$ cat src/rtl/zuc256_lfsr_ctrl.sv
// ---------------------------------------------------------------------------
// zuc256_lfsr_ctrl
// Holds the sixteen 31-bit ZUC-256 LFSR cells and sequences one LFSR clock
// at a time through the external zuc256_modadd block. It presents the tapped
// cells, W>>1 and the init flag, pulses ma_start, waits for ma_ready, and then
// shifts the register so that the modadd result becomes the new s15.
// It also drives the bit-reorganisation words X0..X3.
//
// Ports
//   clk, reset_n            clock, asynchronous active-low reset
//   load, load_data[495:0]  load all cells (cell i = load_data[31*i +: 31])
//   step, init_mode, w_in   request one LFSR clock; mode and W sampled with step
//   ma_start                one-cycle start pulse to modadd
//   ma_s15..ma_s0           tapped cells (stable while busy)
//   ma_w_shifted            held w_in[31:1]
//   ma_came_from_init       held init_mode
//   ma_out, ma_ready        modadd result and completion pulse
//   busy                    high while a step is in flight (ISSUE/WAIT)
//   step_done               one-cycle pulse the cycle after the shift
//   err[1:0], err_clr       sticky errors: [0] ready timeout, [1] load/step while busy
//   x0..x3                  bit reorganisation of the current cells
//
// state | meaning
// ------+-----------------------------------------------------------------
// IDLE  | accepts load / step
// ISSUE | ma_start high for this one cycle, timeout timer armed
// WAIT  | waiting for ma_ready; shift on ready, abort on timer expiry
// ---------------------------------------------------------------------------
module zuc256_lfsr_ctrl #(
    parameter int TIMEOUT_CYCLES = 15
) (
    input  logic          clk,
    input  logic          reset_n,
    input  logic          load,
    input  logic [495:0]  load_data,
    input  logic          step,
    input  logic          init_mode,
    input  logic [31:0]   w_in,
    output logic          ma_start,
    output logic [30:0]   ma_s15,
    output logic [30:0]   ma_s13,
    output logic [30:0]   ma_s10,
    output logic [30:0]   ma_s4,
    output logic [30:0]   ma_s0,
    output logic [30:0]   ma_w_shifted,
    output logic          ma_came_from_init,
    input  logic [30:0]   ma_out,
    input  logic          ma_ready,
    output logic          busy,
    output logic          step_done,
    output logic [1:0]    err,
    input  logic          err_clr,
    output logic [31:0]   x0,
    output logic [31:0]   x1,
    output logic [31:0]   x2,
    output logic [31:0]   x3
);

    localparam int TW = $clog2(TIMEOUT_CYCLES);

    typedef enum logic [1:0] {
        ST_IDLE  = 2'd0,
        ST_ISSUE = 2'd1,
        ST_WAIT  = 2'd2
    } state_t;

    state_t        state;
    logic [30:0]   cells [16];
    logic [30:0]   w_hold;
    logic          init_hold;
    logic [TW-1:0] timer;

    logic          timeout_hit;
    logic          busy_viol;
    logic          unused_w_lsb;

    // W is only ever used as W>>1, so its LSB is dropped here.
    assign unused_w_lsb = w_in[0];

    // Timer counts down from TIMEOUT_CYCLES-1; WAIT lasts at most TIMEOUT_CYCLES
    // cycles and a ready arriving in the last of them still wins.
    assign timeout_hit = (state == ST_WAIT) && !ma_ready && (timer == '0);
    assign busy_viol   = (state != ST_IDLE) && (load || step);

    always_ff @(posedge clk or negedge reset_n) begin
        if (!reset_n) begin
            state     <= ST_IDLE;
            for (int i = 0; i < 16; i++) cells[i] <= '0;
            w_hold    <= '0;
            init_hold <= 1'b0;
            timer     <= '0;
            ma_start  <= 1'b0;
            busy      <= 1'b0;
            step_done <= 1'b0;
            err       <= '0;
        end else begin
            ma_start  <= 1'b0;
            step_done <= 1'b0;
            // A new error in the same cycle as err_clr keeps its bit set.
            err[0] <= (err[0] & ~err_clr) | timeout_hit;
            err[1] <= (err[1] & ~err_clr) | busy_viol;

            case (state)
                ST_IDLE: begin
                    if (load) begin
                        for (int i = 0; i < 16; i++) cells[i] <= load_data[31*i +: 31];
                    end else if (step) begin
                        w_hold    <= w_in[31:1];
                        init_hold <= init_mode;
                        ma_start  <= 1'b1;
                        busy      <= 1'b1;
                        state     <= ST_ISSUE;
                    end
                end
                ST_ISSUE: begin
                    timer <= TW'(TIMEOUT_CYCLES - 1);
                    state <= ST_WAIT;
                end
                ST_WAIT: begin
                    if (ma_ready) begin
                        for (int i = 0; i < 15; i++) cells[i] <= cells[i+1];
                        cells[15] <= ma_out;
                        step_done <= 1'b1;
                        busy      <= 1'b0;
                        state     <= ST_IDLE;
                    end else if (timer == '0) begin
                        busy  <= 1'b0;
                        state <= ST_IDLE;
                    end else begin
                        timer <= timer - 1'b1;
                    end
                end
                default: begin
                    busy  <= 1'b0;
                    state <= ST_IDLE;
                end
            endcase
        end
    end

    assign ma_s15            = cells[15];
    assign ma_s13            = cells[13];
    assign ma_s10            = cells[10];
    assign ma_s4             = cells[4];
    assign ma_s0             = cells[0];
    assign ma_w_shifted      = w_hold;
    assign ma_came_from_init = init_hold;

    assign x0 = {cells[15][30:15], cells[14][15:0]};
    assign x1 = {cells[11][15:0],  cells[9][30:15]};
    assign x2 = {cells[7][15:0],   cells[5][30:15]};
    assign x3 = {cells[2][15:0],   cells[0][30:15]};

endmodule

$ cat config.mk
export PLATFORM = sky130hd
export DESIGN_NAME = zuc256_lfsr_ctrl
export DESIGN_NICKNAME = d
export VERILOG_FILES = /design/src/rtl/zuc256_lfsr_ctrl.sv
export SDC_FILE = /design/constraint.sdc
export NUM_CORES = 1
export LEC_CHECK = 0
export BUFFER_PORTS_ARGS = -buffer_cell sky130_fd_sc_hd__buf_2
export CORE_AREA = 2 2 346 348
export DETAILED_ROUTE_END_ITERATION = 8
export DIE_AREA = 0 0 348 350
export PLACE_DENSITY = 0.54
export SYNTH_ARGS = -nofsm -noshare
export SYNTH_HDL_FRONTEND = slang
export SYNTH_SLANG_ARGS = --single-unit
$ cat constraint.sdc
create_clock -name clk -period 1.9 [get_ports clk]
set_input_delay 0.285 -clock clk [delete_from_list [all_inputs] [get_ports clk]]
set_output_delay 0.285 -clock clk [all_outputs]
set_load 0.03 [all_outputs]
==> results.json <==
{
  "initial_core_util": 0.250,
  "p_total_uw": 50000,
  "nets": 3747,
  "drt-total-wl_um": 90500,
  "io_pins": 886,
  "power_density_nw_per_um2": 1190,
  "wl_per_cell_um": 19.0,
  "ir_drop_uv": 745,
  "synthCells": 1996,
  "route.detailed.drc": 0,
  "antenna_found_initial": 9,
  "synth_fp_nets": 2563,
  "fin_setup_tns_ns": -0.274,
  "cts_buffers": 69,
  "synth_largest_area_cell": "dfrtp_1",
  "required_ns": 2.40,
  "grt_usage": 0.141,
  "maxCapViolations": 0,
  "place_hpwl_um": 66100,
  "drtIter0Drc": 747,
  "h-tree-depth": 3,
  "yosysSeqAreaShare": 0.458,
  "dieArea_um2": 122000,
  "synth_edf_count": 0,
  "grt_max_degree": 80,
  "slew_viol_final": 0,
  "layout_setup_ws_ns": -0.0305,
  "die_h_um": 350,
  "yosysMostFrequentCell": "mux2_2",
  "via_count": 19741,
  "die_x_um": 348,
  "skew_ns": 0.0237,
  "slew_headroom": 0.679,
  "drive_gt1_frac": 0.667,
  "violations": "negative setup slack",
  "seqCellArea_um2": 13500,
  "synth_top_cell_area_share": 0.458,
  "cts.sinks": 539,
  "multi_input_area_um2": 13100,
  "hold_path_class": "in2reg",
  "num_rows": 126,
  "cts_root_buffer": "clkbuf_16",
  "grt_pass1_wl_um": 132000,
  "place.port_buffers": 884,
  "drt_pass1_iterations": 4,
  "path_clk_slew_ns": 0.06,
  "synth_seq_cells": 539,
  "overflow": 0,
  "end_kind": "register",
  "power_leakage_uw": 0.0191,
  "ys.flop_type": "dfrtp_1",
  "crit_type": "reg2reg",
  "slowest_delay_ns": 0.37,
  "core_area_um2": 118000,
  "async_flop_share": 1.00,
  "grt_pass1_vias": 21183,
  "synth_cell_types": 27,
  "clockBufferDepth": 3,
  "crit_chain": "buf_4 > mux2i_2 > nor2_4 > buf_12 > buf_16 > clkbuf_16 > mux2_2",
  "tightest_slew_ns": 0.481,
  "syn2layout_area_growth_pct": 42.4,
  "nFillCells": 11424,
  "slowest_stage": "dfrtp_1",
  "postRouteAntennaNets": 0,
  "avgSynthCellArea_um2": 14.8,
  "clock_latency_ns": 0.62,
  "hold_depth": 3,
  "critPathMaxFanout": 14,
  "gp_congestion": 0.823,
  "synth_common_cells": "mux2_2, dfrtp_1, mux2_4, buf_4, buf_2",
  "critPathArrivalTime_ns": 2.43,
  "min_period_ns": 1.93,
  "start_kind": "register",
  "hold_viol": 0,
  "status": "finished with violations",
  "syn_area_um2": 29500,
  "setup_viol": 23,
  "viasPerCell": 4.14,
  "yosysWarningCount": 0,
  "min_period_over_period": 1.02,
  "cts_tree": "built",
  "synth_area_leaders": "dfrtp_1, mux2_2, mux2_4",
  "timing.hold.ws_ns": 0.0598,
  "rr_worst_depth": 7,
  "max_freq_mhz": 518,
  "rsz0062_at_grt": "true"
}
==> path summary, 6_finish.rpt <==
check | startpoint | endpoint | slack (ns)
min reg2reg | err[0] | err[0] | 0.48
min | load_data[220] | x2[19] | 0.06
max reg2reg | state[1] | x0[3] | -0.03
max in group asynchronous | reset_n | x0[2] | 0.85
max | state[1] | x0[3] | -0.03
min in group asynchronous | reset_n | x1[12] | 0.15
==> through the flow <==
| step | setup slack (ns) | cell area [um^2] | util | std cells |
|---|---|---|---|---|
| final | -0.0305 | 42000 | 0.356 | 4768 |
| after global placement | 0.00534 | 34300 | 0.291 | 4142 |
| after global routing | -0.0719 | 42000 | 0.356 | 4767 |
| after detailed placement | -0.0104 | 34300 | 0.291 | 4142 |
| after CTS | -0.0358 | 41600 | 0.353 | 4757 |
| after floorplan | 0.150 | 29500 | - | 1996 |
==> power breakdown <==
group | total (uW) | internal (uW) | leakage (uW) | switching [uW]
clock | 13400 | 8030 | 0.00114 | 5350
combinational | 18400 | 9020 | 0.0117 | 9370
sequential | 18300 | 15200 | 0.00629 | 3080
==> critical path: cells and delay by family (launching register included) <==
| family | cells | cell delay, ns |
|---|---|---|
| flops | 1 | 0.37 |
| simple gates | 1 | 0.12 |
| mux | 2 | 0.50 |
| buf+inv | 4 | 0.74 |
==> registers in the layout, indices dropped and copies added, names as in the netlist, 2 cells and up <==
name / flops
cells: 245
err: 2
ma_s0: 31
ma_s10: 31
ma_s13: 31
ma_s15: 31
ma_s4: 31
ma_w_shifted: 31
state: 2
timer: 4
x0: 16
x1: 32
x2: 32
x3: 16
==> final cells by class <==
cell class	instances	area share
diodes	2	0.000119
clock buffers	100	0.0485
clock inverters	21	0.00668
inverters	4	0.000358
multi-input cells	1056	0.312
flip-flops and latches	539	0.321
well taps	1536	0.0458
repair buffers	1510	0.266
==> layout by cell type (no fill, tap or decap), types with 4 or more instances in the layout <==
cell type      count
inv_6              4
mux2_4           349
bufinv_16          4
mux2_2           673
clkinv_2           8
nand2b_1           4
buf_12            32
dfrtp_1          536
clkbuf_16         75
clkbuf_8          17
clkbuf_1          13
o21ai_0            5
dlygate4sd3_1    493
buf_6             12
buf_16            12
inv_1              4
buf_4             71
buf_2            883
==> metal layers <==
metal / wire length (um) / GRT usage / vias up
met2: 43200 / 0.235 / 692
li1: - / - / 9188
met3: 5730 / 0.0312 / 127
met4: 2500 / 0.0467 / 2
met5: 13 / 0 / -
met1: 39100 / 0.181 / 9732
==> repair_timing <==
action                     4_1_cts  5_1_grt
buffers inserted                 1        4
setup endpoints to repair       87      239
hold buffers                   493        0
hold endpoints to repair       726        0
cloned                           0        5
gates resized for setup         15       44
pin swaps                        0        0
==> logic make-up after synthesis <==
family | Yosys count | share of synthesized area
buf+inv | 401 | 0.102
mux | 1027 | 0.433
compound gates | 11 | 0.00229
flops | 539 | 0.458
simple gates | 17 | 0.00437
fa+ha+maj | 1 | 0.000424
(Power assumes the default switching activity.)
